File: src/rtl/wsc_wir_ctrl.sv
// wsc_wir_ctrl: IEEE 1500 wrapper instruction register and WSC decoder.
// Owns the WIR shift/update stages and the WBY bypass bit. Decodes the
// active instruction into boundary-cell controls and muxes the wrapper
// serial output.
//
// Ports:
//   clk        wrapper clock (WRCK), rising edge
//   arst_n     synchronous active-low reset
//   wsi        wrapper serial in
//   selectwir  1 = WIR path, 0 = data register path
//   capturewr  WSC capture
//   shiftwr    WSC shift
//   updatewr   WSC update
//   wbr_so     serial out of the last boundary cell
//   wbr_si     serial in to the first boundary cell (= wsi)
//   wso        wrapper serial out
//   shift      boundary-cell shift
//   capture    boundary-cell capture
//   update     boundary-cell update
//   transfer   boundary-cell transfer (tied 0)
//   mode       boundary-cell mode
//   safe       boundary-cell safe
//   io_face    1 = outward face (EXTEST), 0 = inward face
//   instr      active instruction
//   instr_upd  one-cycle pulse after each WIR update
module wsc_wir_ctrl #(
  parameter int unsigned      WIR_W     = 3,
  parameter logic [WIR_W-1:0] OP_BYPASS = WIR_W'(0),
  parameter logic [WIR_W-1:0] OP_EXTEST = WIR_W'(1),
  parameter logic [WIR_W-1:0] OP_INTEST = WIR_W'(2),
  parameter logic [WIR_W-1:0] OP_SAFE   = WIR_W'(3)
) (
  input  logic             clk,
  input  logic             arst_n,
  input  logic             wsi,
  input  logic             selectwir,
  input  logic             capturewr,
  input  logic             shiftwr,
  input  logic             updatewr,
  input  logic             wbr_so,
  output logic             wbr_si,
  output logic             wso,
  output logic             shift,
  output logic             capture,
  output logic             update,
  output logic             transfer,
  output logic             mode,
  output logic             safe,
  output logic             io_face,
  output logic [WIR_W-1:0] instr,
  output logic             instr_upd
);

  logic [WIR_W-1:0] r_wir_sr;
  logic [WIR_W-1:0] r_instr;
  logic             r_wby;
  logic             r_instr_upd;

  logic w_is_extest;
  logic w_is_intest;
  logic w_is_safe;
  logic w_wr_instr;
  logic w_wr_act;

  // Undefined opcodes fall out of all three compares and act as BYPASS.
  always_comb begin
    w_is_extest = (r_instr == OP_EXTEST);
    w_is_intest = (r_instr == OP_INTEST);
    w_is_safe   = (r_instr == OP_SAFE);
    w_wr_instr  = w_is_extest | w_is_intest;
    w_wr_act    = ~selectwir & w_wr_instr;
  end

  always_ff @(posedge clk) begin
    if (!arst_n) begin
      r_wir_sr    <= '0;
      r_instr     <= OP_BYPASS;
      r_wby       <= 1'b0;
      r_instr_upd <= 1'b0;
    end else begin
      r_instr_upd <= 1'b0;
      if (selectwir) begin
        if (capturewr) begin
          r_wir_sr <= WIR_W'(1);
        end else if (shiftwr) begin
          r_wir_sr <= {wsi, r_wir_sr[WIR_W-1:1]};
        end
        // Update samples the pre-edge shift stage, so a concurrent shift
        // only affects the next instruction.
        if (updatewr) begin
          r_instr     <= r_wir_sr;
          r_instr_upd <= 1'b1;
        end
      end else if (!w_wr_instr) begin
        // WBY is the selected data register for BYPASS, SAFE and undefined.
        if (capturewr) begin
          r_wby <= 1'b0;
        end else if (shiftwr) begin
          r_wby <= wsi;
        end
      end
    end
  end

  always_comb begin
    wbr_si    = wsi;
    shift     = w_wr_act & shiftwr;
    capture   = w_wr_act & capturewr & ~shiftwr;
    update    = w_wr_act & updatewr;
    transfer  = 1'b0;
    mode      = w_wr_instr | w_is_safe;
    safe      = w_is_safe;
    io_face   = w_is_extest;
    instr     = r_instr;
    instr_upd = r_instr_upd;
    if (selectwir) begin
      wso = r_wir_sr[0];
    end else if (w_wr_act) begin
      wso = wbr_so;
    end else begin
      wso = r_wby;
    end
  end

endmodule
File: config.mk
export PLATFORM = sky130hd
export DESIGN_NAME = wsc_wir_ctrl
export DESIGN_NICKNAME = d
export VERILOG_FILES = /design/src/rtl/wsc_wir_ctrl.sv
export SDC_FILE = /design/constraint.sdc
export NUM_CORES = 1
export LEC_CHECK = 0
export ABC_AREA = 1
export BUFFER_PORTS_ARGS = -buffer_cell sky130_fd_sc_hd__buf_2
export CORE_AREA = 4 4 41 43
export DETAILED_ROUTE_END_ITERATION = 6
export DIE_AREA = 0 0 45 47
export PLACE_DENSITY = 0.6
export SLEW_MARGIN = 20
export SYNTH_ARGS = -nofsm -noshare
export SYNTH_HDL_FRONTEND = slang
export SYNTH_SLANG_ARGS = --single-unit
File: constraint.sdc
create_clock -name clk -period 1.05 [get_ports clk]
set_input_delay 0.105 -clock clk [delete_from_list [all_inputs] [get_ports clk]]
set_output_delay 0.105 -clock clk [all_outputs]
set_load 0.01 [all_outputs]
==> flow_summary.yaml <==
run_status:
  status: "finished with violations"
  violations: "setup timing"
finish:
  layout_commonest_cell: "buf_2"
  drive_gt1_frac: 0.5213
  nets: 104
  multi_input_area_um2: 230.2
  final_cell_count_no_fill: 109
  area_growth_pct: 56.93
  nFillCells: 140
  diodes: 0
  final_cell_mix: "buf_2, inv_1, nor2_1"
  seqCellArea_um2: 166.4
  final_core_util: 0.5115
run:
  max_cap_violations: 0
die:
  io_pins: 21
  coreArea_um2: 1301
  die-width_um: 45
  die_area_um2: 2115
  num_rows: 13
  die_h_um: 47
  start_util: 0.3260
critical_path:
  cp_slowest_cell: "dfxtp_2"
  r2r_start: "instr[2]$_SDFFE_PN0P_"
  crit_path_start_kind: "flop"
  startpoint: "instr[2]$_SDFFE_PN0P_"
  critPathMaxFanout: 3
  cp_cell_sequence: "inv_1 -> nand3_2 -> nand2_2 -> nand2_2 -> nor3_2 -> buf_2"
  crit_family: "simple AND/OR/NAND/NOR gates"
  cpMostUsedCell: "nand2_2"
  worstPathBufferInverterCount: 2
  cpPeakStageDelay_ns: 0.33
  worst-setup-path-type: "flop to output pin"
  crit_arrival_ns: 1.16
  worstPathRequired_ns: 0.94
  end_kind: "output pin"
route:
  firstDrtPassIters: 2
  drtAntennaViolNets: 0
  avgRoutedWirePerCell_um: 10.65
  drt_iter0_markers: 2
  routed_wl_um: 1161
  num_vias: 496
  drc_errors: 0
  vias_per_cell: 4.550
clock_network:
  root_buffer: "clkbuf_4"
  clockBufferDepth: 2
  insertion_delay_ns: 0.25
  cts_tree: "built"
  cts_buffers: 3
  tritoncts_num_sinks: 8
  cts_hold_buf: 0
  cts-htree-levels: 1
  path_clk_slew_ns: 0.05
sta:
  timing_hold_violations_final: 0
  max_freq_mhz: 789.0
  fin_ws_ns: -0.2174
  rsz0062_at_grt: "true"
  period_share: 1.207
  timing.hold.ws_ns: 0.1346
  setup_viol_count_final: 9
  drv_slew: 0
  fin_crit_ns: 1.267
  fin_worst_skew_ns: 0.004737
  fin_tns_setup_ns: -1.483
yosys:
  ys_seq_elements: 8
  yosysSeqAreaShare: 0.3776
  synth_cell_types: 16
  syn_area_per_cell_um2: 6.525
  ys_warn_count: 0
  synth_nets: 73
  synth_cells: 65
  synth_area_um2: 424.2
placement:
  dp_hpwl_um: 817.1
  gp_congestion: 0.7335
  place_inst: 100
  port_buffers: 19
  place_ws_ns: 0.01135
power_and_ir_drop:
  ir_worst_vdd_mv: 1.151
  powerDensity_nw_per_um2: 1146
  p_leak_nw: 0.3609
grt:
  grt_pass1_wl_um: 1800
  antenna_found_initial: 0
  gr-total-overflow: 0
  grt_pass1_vias: 451
  grt_max_degree: 8
  grtUsageTotal: 0.1183
worst_hold_path:
  hold_start: "arst_n"
  hold_class: "input port to flop"
## synthesized netlist by cell type, drive strengths merged
cell   number  area [µm²]
a21oi       6       30.03
inv        13       48.80
buf         2       15.01
nor3        2       15.01
nor2       12       55.06
nand3       5       30.03
dfxtp       8       160.2
o21ai       5       25.02
nand2      11       41.29
conb        1       3.750
## tightest hold or removal path: stages
cell and delay (ns):
buf_2 0.14, nand2_1 0.07, nor2_1 0.03
## sequential cells by signal, summed over array words and instances (netlist names)
signal / count
r_wir_sr: 3
instr: 3
instr_upd: 1
r_wby: 1
## cell type report
cell class,count,area share
Multi-Input combinational cell,42,0.3459
Tap cell,15,0.02820
Inverter,13,0.07707
Sequential cell,8,0.2500
Clock buffer,3,0.03383
Timing Repair Buffer,28,0.2650
## layer usage
metal,vias up,track usage,part of all wire
met3,0,0.05747,0.055
met5,-,0,0
met2,11,0.2034,0.56
li1,258,-,-
met4,0,0.03509,0
met1,227,0.1290,0.39
## what timing repair did
item / 4_1_cts / 5_1_grt
pin swaps: 3 / 6
setup endpoints to repair: 7 / 8
buffers inserted: 4 / 3
gates resized for setup: 12 / 6
## path summary, 6_finish.rpt
check	endpoint	slack, ns	cells after the start
min reg2reg	r_wir_sr[1]$_SDFFE_PN0P_	0.48	2
max reg2reg	r_wby$_SDFFE_PN0P_	-0.16	9
max	capture	-0.22	6
min	r_wby$_SDFFE_PN0P_	0.13	3
## power by group
group / switching [mW] / internal, mW / total (mW)
clock network: 0.0951 / 0.130 / 0.225
registers: 0.0124 / 0.322 / 0.335
logic: 0.111 / 0.0914 / 0.202
## cell families (layout without fill, tap and decap cells)
logic type	after synthesis	after routing	share of synthesized area
other cells	1	1	0.008841
compound gates	11	11	0.1298
flops	8	8	0.3776
buf+inv	15	44	0.1504
simple gates	30	30	0.3333
## stage by stage
stage	cell area [µm²]	power [mW]
after floorplan	424.2	0.4341
after global placement	545.5	0.4958
after detailed placement	545.5	0.4986
after CTS	630.6	0.7563
after global routing	665.6	0.8241
final	665.6	0.7625
No activity file was read; power rests on OpenSTA's default activity.
